## src/rtl/data_mem_ctrl.sv

```systemverilog
// Data-memory controller: posts CPU stores into a one-entry write buffer and
// serves loads from that buffer on a hit or from a fixed-latency SRAM otherwise.
module data_mem_ctrl #(
    parameter int DATA_MEM_ADDR_BITS = 16,
    parameter int WAIT_CYCLES        = 2
) (
    input  logic                          clk,
    input  logic                          rst,
    input  logic [DATA_MEM_ADDR_BITS-1:0] Data_MEM_Address,
    input  logic                          Data_MEM_Read_Enable,
    input  logic                          Data_MEM_Write_Enable,
    input  logic [31:0]                   Data_MEM_Write_Data,
    output logic [31:0]                   Data_MEM_Read_Data,
    output logic                          mem_stall,
    output logic                          sram_cs,
    output logic                          sram_we,
    output logic [DATA_MEM_ADDR_BITS-1:0] sram_addr,
    output logic [31:0]                   sram_wdata,
    input  logic [31:0]                   sram_rdata
);

    typedef enum logic [1:0] {
        IDLE  = 2'd0,
        WR    = 2'd1,
        RD    = 2'd2,
        RDONE = 2'd3
    } state_t;

    localparam logic [3:0] LAST_CNT = 4'(WAIT_CYCLES - 1);

    state_t                        state_q, state_d;
    logic [3:0]                    cnt_q, cnt_d;
    logic                          wb_valid_q, wb_valid_d;
    logic [DATA_MEM_ADDR_BITS-1:0] wb_addr_q, wb_addr_d;
    logic [31:0]                   wb_data_q, wb_data_d;
    logic [DATA_MEM_ADDR_BITS-1:0] rd_addr_q, rd_addr_d;
    logic [31:0]                   rd_data_q, rd_data_d;

    logic is_store_s, is_load_s, hit_s, miss_s, last_s, buf_free_s;

    // Request decode; a store wins when both enables are set.
    always_comb begin
        is_store_s = Data_MEM_Write_Enable;
        is_load_s  = Data_MEM_Read_Enable & ~Data_MEM_Write_Enable;
        hit_s      = is_load_s & wb_valid_q & (Data_MEM_Address == wb_addr_q);
        miss_s     = is_load_s & ~hit_s;
        last_s     = (cnt_q == LAST_CNT);
        buf_free_s = ~wb_valid_q & (state_q == IDLE);
    end

    // State and datapath registers.
    always_ff @(posedge clk or negedge rst) begin
        if (!rst) begin
            state_q    <= IDLE;
            cnt_q      <= 4'd0;
            wb_valid_q <= 1'b0;
            wb_addr_q  <= '0;
            wb_data_q  <= 32'd0;
            rd_addr_q  <= '0;
            rd_data_q  <= 32'd0;
        end else begin
            state_q    <= state_d;
            cnt_q      <= cnt_d;
            wb_valid_q <= wb_valid_d;
            wb_addr_q  <= wb_addr_d;
            wb_data_q  <= wb_data_d;
            rd_addr_q  <= rd_addr_d;
            rd_data_q  <= rd_data_d;
        end
    end

    // Next-state: posting stores, draining the buffer, blocking reads.
    always_comb begin
        state_d    = state_q;
        cnt_d      = cnt_q;
        wb_valid_d = wb_valid_q;
        wb_addr_d  = wb_addr_q;
        wb_data_d  = wb_data_q;
        rd_addr_d  = rd_addr_q;
        rd_data_d  = rd_data_q;
        case (state_q)
            IDLE: begin
                if (is_store_s && !wb_valid_q) begin
                    wb_valid_d = 1'b1;
                    wb_addr_d  = Data_MEM_Address;
                    wb_data_d  = Data_MEM_Write_Data;
                    cnt_d      = 4'd0;
                    state_d    = WR;
                end else if (miss_s) begin
                    rd_addr_d = Data_MEM_Address;
                    cnt_d     = 4'd0;
                    state_d   = RD;
                end else begin
                    state_d = IDLE;
                end
            end
            WR: begin
                if (last_s) begin
                    wb_valid_d = 1'b0;
                    cnt_d      = 4'd0;
                    // A load that missed while draining goes straight to SRAM.
                    if (miss_s) begin
                        rd_addr_d = Data_MEM_Address;
                        state_d   = RD;
                    end else begin
                        state_d = IDLE;
                    end
                end else begin
                    cnt_d = cnt_q + 4'd1;
                end
            end
            RD: begin
                if (last_s) begin
                    rd_data_d = sram_rdata;
                    cnt_d     = 4'd0;
                    state_d   = RDONE;
                end else begin
                    cnt_d = cnt_q + 4'd1;
                end
            end
            RDONE: begin
                state_d = IDLE;
            end
            default: begin
                state_d = IDLE;
            end
        endcase
    end

    // Outputs: SRAM bus from state, stall and load data from state plus request.
    always_comb begin
        sram_cs    = 1'b0;
        sram_we    = 1'b0;
        sram_addr  = '0;
        sram_wdata = 32'd0;
        case (state_q)
            WR: begin
                sram_cs    = 1'b1;
                sram_we    = 1'b1;
                sram_addr  = wb_addr_q;
                sram_wdata = wb_data_q;
            end
            RD: begin
                sram_cs   = 1'b1;
                sram_addr = rd_addr_q;
            end
            default: begin
                sram_cs = 1'b0;
            end
        endcase

        if (is_store_s) begin
            mem_stall = ~buf_free_s;
        end else if (miss_s) begin
            mem_stall = (state_q != RDONE);
        end else begin
            mem_stall = 1'b0;
        end

        if (hit_s) begin
            Data_MEM_Read_Data = wb_data_q;
        end else begin
            Data_MEM_Read_Data = rd_data_q;
        end
    end

endmodule

```

## config.mk

```make
export PLATFORM = sky130hd
export DESIGN_NAME = data_mem_ctrl
export DESIGN_NICKNAME = d
export VERILOG_FILES = /design/src/rtl/data_mem_ctrl.sv
export SDC_FILE = /design/constraint.sdc
export NUM_CORES = 1
export LEC_CHECK = 0
export BUFFER_PORTS_ARGS = -buffer_cell sky130_fd_sc_hd__buf_2
export CELL_PAD_IN_SITES_DETAIL_PLACEMENT = 0
export CELL_PAD_IN_SITES_GLOBAL_PLACEMENT = 1
export CORE_UTILIZATION = 43
export DETAILED_ROUTE_END_ITERATION = 10
export GPL_TIMING_DRIVEN = 0
export PLACE_DENSITY_LB_ADDON = 0.1
export SLEW_MARGIN = 20
export SYNTH_ARGS = -nofsm -noshare
export SYNTH_HDL_FRONTEND = slang
export SYNTH_SLANG_ARGS = --single-unit
```

## constraint.sdc

```tcl
create_clock -name clk -period 4.1 [get_ports clk]
set_input_delay 0 -clock clk [delete_from_list [all_inputs] [get_ports clk]]
set_output_delay 0 -clock clk [all_outputs]
set_load 0.005 [all_outputs]
```

# [After elaboration in Yosys (flattened, before gate mapping)]
# Index checks and enable logic that the tools add are counted.
[word_totals] regBits=103 in_bits=84 out_inout_bits=83 elab_cells=63
[op_classes] add_sub_neg=1 eq_ne=11 muxes=23 n_bitwise=9 reduce_logical=12
[ops] operator="two-way mux 32 bit" n=2
[ops] operator="one-hot mux 16 bit (2 select lines)" n=2
[ops] operator="two-way mux 16 bit" n=3
[ops] operator="== test 16 bit" n=1
[ops] operator="two-way mux 4 bit" n=3
[ops] operator="two-way mux 2 bit" n=4
[ops] operator="!= test 2 bit, second input constant" n=4
[ops] operator="one-hot mux 2 bit (4 select lines)" n=1
[ops] operator="one-hot mux 4 bit (2 select lines)" n=1
[ops] operator="AND reduction 2 bit" n=4
[ops] operator="two-way mux 1 bit" n=6
[ops] operator="AND reduction 3 bit" n=2
[ops] operator="bitwise AND 1 bit" n=5
[ops] operator="adder 4 x 1 -> 4 bit, second input constant" n=1
[ops] operator="== test 2 bit, second input constant" n=2
[ops] operator="== test 4 x 1 -> 1 bit, second input constant" n=1
[ops] operator="inverter 1 bit" n=4
[ops] operator="nonzero test 2 bit" n=2
[ops] operator="!= test 3 x 2 -> 1 bit, second input constant" n=1
[ops] operator="== test 2 x 1 -> 1 bit, second input constant" n=1
[ops] operator="logical NOT 2 bit" n=1
[ops] operator="!= test 2 x 1 -> 1 bit, second input constant" n=1
[ops] operator="one-hot mux 1 bit (2 select lines)" n=1
[ops] operator="OR reduction 2 bit" n=1
[ops] operator="2 further kinds" n=2

# [Logic depth before layout (Yosys ltp)]
# Gate-level depths: netlist (run 1).
[logic_depth] word_depth=9 mapped_depth=8

# [Worst setup path after synthesis (run 1)]
# No wires, ideal clock.
[synth_timing] path_type="reg-to-reg" start="reg state_q[1]" end="reg rd_addr_q[10]" setup_ps=125 t_arrival_ps=1970 path_slack_ps=2005 path_stages_with_launch=9 synth_period_minus_slack_ps=2095 cell_sequence="dfrtp_1 inv_1 ha_1 clkbuf_1 inv_1 nand2_1 a211oi_2 buf_6 mux2_4"
[synth_via] elab_chain_cells=3 word_cells_on_any_way=7 classes_between="eq/ne: 3; mux: 1; reduce/logical: 3"
[synth_lines] item="start, declared" line="31" rtl="state_t state_q, state_d;"
[synth_lines] item="start signal, assigned" line="62" rtl="state_q <= state_d;"
[synth_lines] item="== test 2 x 1 -> 1 bit / logical NOT 2 bit (equally long branches)" line="81" rtl="case (state_q)"
[synth_lines] item="!= test 2 bit (no source line) / nonzero test 2 bit (equally long branches)"
[synth_lines] item="AND reduction 3 bit (no source line)"
[synth_lines] item="end signal, assigned" line="67" rtl="rd_addr_q <= rd_addr_d;"
[synth_lines] item="end, declared" line="36" rtl="logic [DATA_MEM_ADDR_BITS-1:0] rd_addr_q, rd_addr_d;"
# Several ways; a longest one is shown, not always the timed one.
# A chain may end at the register's enable or synchronous reset.

# [Worst setup path after layout (run 1)]
[layout_timing] start="reg wb_addr_q[4]" end="out Data_MEM_Read_Data[20]"
[layout_via] elab_chain_cells=3
[layout_lines] item="start, declared" line="34" rtl="logic [DATA_MEM_ADDR_BITS-1:0] wb_addr_q, wb_addr_d;"
[layout_lines] item="start signal, assigned" line="65" rtl="wb_addr_q <= wb_addr_d;"
[layout_lines] item="== test 16 bit" line="45" rtl="hit_s = is_load_s & wb_valid_q & (Data_MEM_Address == wb_addr_q);"
[layout_lines] item="bitwise AND 1 bit" line="45"
[layout_lines] item="two-way mux 32 bit" line="160" rtl="if (hit_s) begin"
[layout_lines] item="end, declared" line="13" rtl="output logic [31:0] Data_MEM_Read_Data,"
# Every way passes these cells.

==> flow_summary.ini, run 1 <==
[detailed_routing]
initialDrtViolationCount = 135
wire_per_inst_um = 16.9
drtPass1Iterations = 8
drc_errors = 6
drt_wl_total_um = 13700
viasPerCell = 5.04
antenna_left = 0
vias = 4096

[sta]
setup_tns_ns = 0
final-hold-violation-count = 0
post-route-period-util = 0.667
max_freq_mhz = 365
finalSetupViolCount = 0
min_period_ns = 2.74
tightest_slew_ns = 0.696
rsz0062_at_grt = false
relSlewSlack = 0.535
maxSlewViolCount = 0
clock_skew_ns = 0.00981
setup_ws_ns = 1.36

[yosys]
synth_async_sr_flop_share = 1.00
yosysMostFrequentCell = dfrtp_1
yosys.area.top_type = dfrtp_1
yosys.area_share.simple = 0.0868
syn_area_um2 = 5160
synth_top_family_by_area = multiplexers
synthDominantCellAreaShare = 0.499
synth_xor_area_frac = 0.0272
synth_commonest_cells = 103 x dfrtp_1, 94 x mux2_2, 33 x and2_1
synth_mux_area_frac = 0.293
synth-seq-cells = 103
synth-edff-count = 0
yosys_warnings = 0
synth.distinct_cells = 35
avgSynthCellArea_um2 = 12.8
synth_cells = 404
synth_compound_area_frac = 0.0465
synth_top_flop_cell = dfrtp_1
synth_area_leaders = dfrtp_1 50%, mux2_2 21%, mux2_1 5.9%, and2_1 4.0%, mux2_4 2.9%
ys_seq_area_frac = 0.499
synth_fa_ha_area_frac = 0.0194
synth_nets = 496

[global_routing]
grtUsageTotal = 0.237
grt_overflow_total = 0
grt_pass1_vias = 4617
grt_pass1_wl_um = 23100
grt_max_degree = 55
antenna_found_initial = 0

[floorplanning]
io_pins = 167
std_cell_rows = 39
coreArea_um2 = 11600
die_w_um = 112
dieArea_um2 = 12400
die_h_um = 112
initial_utilization = 0.446

[worst_setup_path]
crit_top_cell = buf_6
crit_path_end_kind = primary output
cp_slowest_cell = dfrtp_1
worstSetupPathType = register to primary output
critPathMaxFanout = 10
start_kind = register
cpPeakStageDelay_ns = 0.41
crit_arrival_ns = 2.74
required_ns = 4.10
crit_chain = xor2_1, nor4_1, nand4_1, nor4_4, buf_6, buf_6, mux2_1, buf_2

[worst_hold_path]
min_path_type = primary input to register

[clock_tree]
cts_buffer_depth = 2
clock_latency_ns = 0.36
cts_resized = 0
cts-root-buf = clkbuf_16
cts_made_buffers = 9
cts.sinks = 103
cts_tree = built
clkTransAtPathRegs_ns = 0.07
htreeDepth = 3

[outcome]
status = complete, but fails checks
violations = design-rule violations

[power_and_ir_drop]
ir_drop_mv = 0.426
leakage_nw = 3.48
powerDensity_nw_per_um2 = 623

[placed_design]
place.gp.congestion = 0.784
place_ws_ns = 1.50
hpwl_um = 9320
portBuffers = 166

[cells_and_area]
synthToLayoutAreaGrowth_pct = 42.1
finish.net_count = 756
drive_above_1_share = 0.441
antenna_cells = 0

[job]
max-cap-violations = 0
## sequential cells by signal (all words and copies together), names as in the netlist
| signal | flops |
|---|---|
| cnt_q | 4 |
| wb_valid_q | 1 |
| state_q | 2 |
| wb_addr_q | 16 |
| rd_data_q | 32 |
| wb_data_q | 32 |
| rd_addr_q | 16 |
## cells by family after synthesis
| group | after synthesis |
|---|---|
| xor+xnor | 16 |
| buf+inv | 28 |
| compound gates | 35 |
| flops | 103 |
| fa+ha+maj | 8 |
| mux | 131 |
| simple gates | 83 |
## metrics by stage
step / instances / util / hold WS (ns) / power, mW / instance area [um^2]
4_1_cts: 812 / 0.634 / 0.123 / 4.60 / 7330
3_3_place_gp: 713 / 0.534 / 0.231 / 3.56 / 6170
2_1_floorplan: 404 / - / -0.296 / 2.97 / 5160
5_1_grt: 812 / 0.634 / 0.153 / 4.89 / 7330
6_report: 812 / 0.634 / 0.129 / 4.57 / 7330
3_5_place_dp: 714 / 0.537 / -0.0249 / 3.63 / 6200
## placed cells by master, fill, tap and decap left out, drive strengths merged, types with 2 or more instances in the layout
master / count
nor2b: 3
nor2: 22
xnor2: 12
clkbuf: 25
nand3: 5
nand2: 10
mux2: 131
xor2: 4
dlygate4sd3: 82
nor4: 2
ha: 8
a22oi: 16
a21oi: 6
inv: 6
buf: 175
dfrtp: 103
nand4: 4
clkinv: 3
o21ai: 6
a211oi: 2
and2: 33
## path summary, 6_finish.rpt
check / to / cells after the start / slack (ns) / from
max: Data_MEM_Read_Data[20] / 8 / 1.36 / wb_addr_q[4]
min: state_q[1] / 4 / 0.13 / Data_MEM_Read_Enable
max reg2reg: wb_addr_q[8] / 6 / 1.53 / state_q[0]
min reg2reg: rd_data_q[29] / 1 / 0.50 / rd_data_q[29]
max in group asynchronous: wb_data_q[0] / 3 / 3.31 / rst
min in group asynchronous: wb_data_q[25] / 2 / 0.15 / rst
## layer usage
metal  vias up  routed length, um  GRT usage
li1       1929                  -          -
met1      2029               5970      0.291
met2       121               6790      0.406
met3        17                785     0.0724
met4         0                210     0.0622
met5         -                  0          0
## worst max-delay path: cells and delay by family (launching register included)
| kind | cells | cell delay, ns |
|---|---|---|
| buf+inv | 3 | 0.54 |
| xor+xnor | 1 | 0.16 |
| mux | 1 | 0.35 |
| simple gates | 3 | 0.91 |
| flops | 1 | 0.41 |
## power breakdown
part | switching, mW | internal, mW | total, mW
Combinational | 0.798 | 1.03 | 1.83
Clock | 0.400 | 0.495 | 0.894
Sequential | 0.322 | 1.52 | 1.84
## repair_timing
action / 4_1_cts / 5_1_grt
hold buffers: 82 / 0
endpoints found under the hold margin: 146 / 0
buffers inserted: 0 / 0
## area by class of cell
type | count | area (um^2)
sequential | 103 | 2580
multi-input combinational | 273 | 2440
clock buffer | 10 | 239
inverter | 5 | 18.8
buffer | 23 | 124
timing repair buffer | 249 | 1690
clock inverter | 6 | 67.6
tap | 143 | 179
fill | 961 | 4230
Power figures use the tool's default switching activity.
==> run 2, diff against run 1 <==
CORE_UTILIZATION = 36   (was 43)
clock period = 2.48 ns   (was 4.1 ns; I/O delays follow)
==> run 2 against run 1 <==
The flow now finishes without violations. Global-route usage fell by 3.5 points. Critical path depth up 1. Total power is 73% higher. Core utilization is 7.5 points lower. Largest cell class unchanged. Clock power increased by 44%. Sequential power is 67% higher. Setup slack got worse by 1.3 ns. Sequential cell count did not move. Clock-buffer cell count grew 1. Highest routed layer unchanged.
==> flow_summary.ini, run 2 (synthesis results as in run 1) <==
[floorplanning]
coreArea_um2 = 13900
std_cell_rows = 43
die_w_um = 122
io_pins = 167
initial_utilization = 0.370
dieArea_um2 = 14800
die_h_um = 122

[worst_setup_path]
cpPeakStageDelay_ns = 0.40
cp_slowest_cell = dfrtp_1
crit_chain = xor2_1, nor4_2, nand4_1, nor4_4, buf_6, buf_12, buf_8, mux2_2, buf_2
required_ns = 2.48
critPathMaxFanout = 5
start_kind = register
crit_path_end_kind = primary output
crit_arrival_ns = 2.46
worstSetupPathType = register to primary output

[detailed_routing]
viasPerCell = 4.78
wire_per_inst_um = 16.8
initialDrtViolationCount = 140
antenna_left = 0
vias = 4105
drc_errors = 0
drt_wl_total_um = 14400
drtPass1Iterations = 4

[sta]
setup_ws_ns = 0.0150
final-hold-violation-count = 0
finalSetupViolCount = 0
setup_tns_ns = 0
whs_ns = 0.104
relSlewSlack = 0.508
rsz0062_at_grt = true
min_period_ns = 2.46
tightest_slew_ns = 0.738
clock_skew_ns = 0.00580
post-route-period-util = 0.994
maxSlewViolCount = 0
max_freq_mhz = 406

[global_routing]
grt_overflow_total = 0
grt_pass1_wl_um = 22800
grt_max_degree = 72
grtUsageTotal = 0.203
grt_pass1_vias = 4309
antenna_found_initial = 0

[clock_tree]
clock_latency_ns = 0.35
htreeDepth = 3
cts.sinks = 103
cts_made_buffers = 9
clkTransAtPathRegs_ns = 0.07
cts_buffer_depth = 2
cts-root-buf = clkbuf_16
cts_tree = built

[power_and_ir_drop]
netSwitchingPower_mw = 2.58
leakage_nw = 3.68
pwr-share-clk = 0.162
p_sw_frac = 0.325
p_int_mw = 5.34
p_total_mw = 7.92
powerDensity_nw_per_um2 = 1020
pwr-share-seq = 0.388
p_comb_frac = 0.449
ir_drop_mv = 0.454

[cells_and_area]
layout_commonest_cell = buf_2
antenna_cells = 0
drive_above_1_share = 0.501
finish.net_count = 769
synthToLayoutAreaGrowth_pct = 50.9
utilization = 0.559
reg.largest.list = rd_data_q (32), wb_data_q (32)
postLayoutCellArea_um2 = 7790
final.fill_count = 1209
final_cells = 859
final_cell_mix = 144 x buf_2, 103 x dfrtp_1, 92 x mux2_2

[worst_hold_path]
min_path_type = primary input to asynchronous set/reset pin

[outcome]
status = finished, final reports clean

[placed_design]
hpwl_um = 9610
dp.cells = 751
detailed_place.area_um2 = 6250
place.gp.congestion = 0.734
portBuffers = 166
place_ws_ns = -0.185

[job]
max-cap-violations = 0
## run 2: cell types whose count changed in the layout (fill, tap and decap cells not counted), sizes merged
cell / before / now
buf: 175 / 188
inv: 6 / 4
bufinv: 1 / 0
clkbuf: 25 / 26
clkinv: 3 / 2
## run 2: what timing repair did
action | 4_1_cts | 5_1_grt
buffers inserted | 8 | 6
endpoints found under the setup margin | 80 | 70
gates cloned | 1 | 1
pin swaps | 3 | 3
hold buffers | 82 | 0
endpoints found under the hold margin | 200 | 0
gates resized for setup | 41 | 39
## run 2: worst max-delay path: cells and delay by family (launching register included)
kind	cells	cell delay (ns)
buf+inv	4	0.54
flops	1	0.40
xor+xnor	1	0.16
mux	1	0.33
simple gates	3	0.69
## run 2: final cells by class
type | instances | area (um^2) | area share
clock buffers | 11 | 243 | 0.0312
multi-input cells | 273 | 2560 | 0.329
inverters | 5 | 22.5 | 0.00289
clock inverters | 2 | 10.0 | 0.00129
flip-flops and latches | 103 | 2580 | 0.331
plain buffers | 21 | 123 | 0.0157
well taps | 180 | 225 | 0.0289
repair buffers | 264 | 2030 | 0.260
## run 2: power by group through the flow
stage               Combinational, mW  Clock (mW)  Sequential [mW]
floorplan                        2.01           0             2.90
global placement                 2.91           0             3.01
detailed placement               2.96           0             3.07
CTS                              3.34        1.32             3.05
global route                     3.89        1.38             3.18
finish                           3.56        1.29             3.07
## run 2: final timing paths
check                                     start               endpoint  slack [ns]  cells after the start
setup / recovery                   wb_addr_q[1]  Data_MEM_Read_Data[4]        0.02                      9
hold reg to reg                    rd_data_q[2]           rd_data_q[2]        0.51                      1
setup reg to reg                     state_q[1]          rd_addr_q[13]        0.24                      7
min in group clk           Data_MEM_Read_Enable             state_q[1]        0.14                      4
hold / removal                              rst          rd_data_q[28]        0.10                      2
max in group asynchronous                   rst           wb_data_q[1]        1.70                      3
## run 2: layer usage
layer / GRT usage / share of wire
met3: 0.0449 / 0.047
met2: 0.326 / 0.48
met1: 0.270 / 0.46
met5: 0 / 0
met4: 0.0648 / 0.012
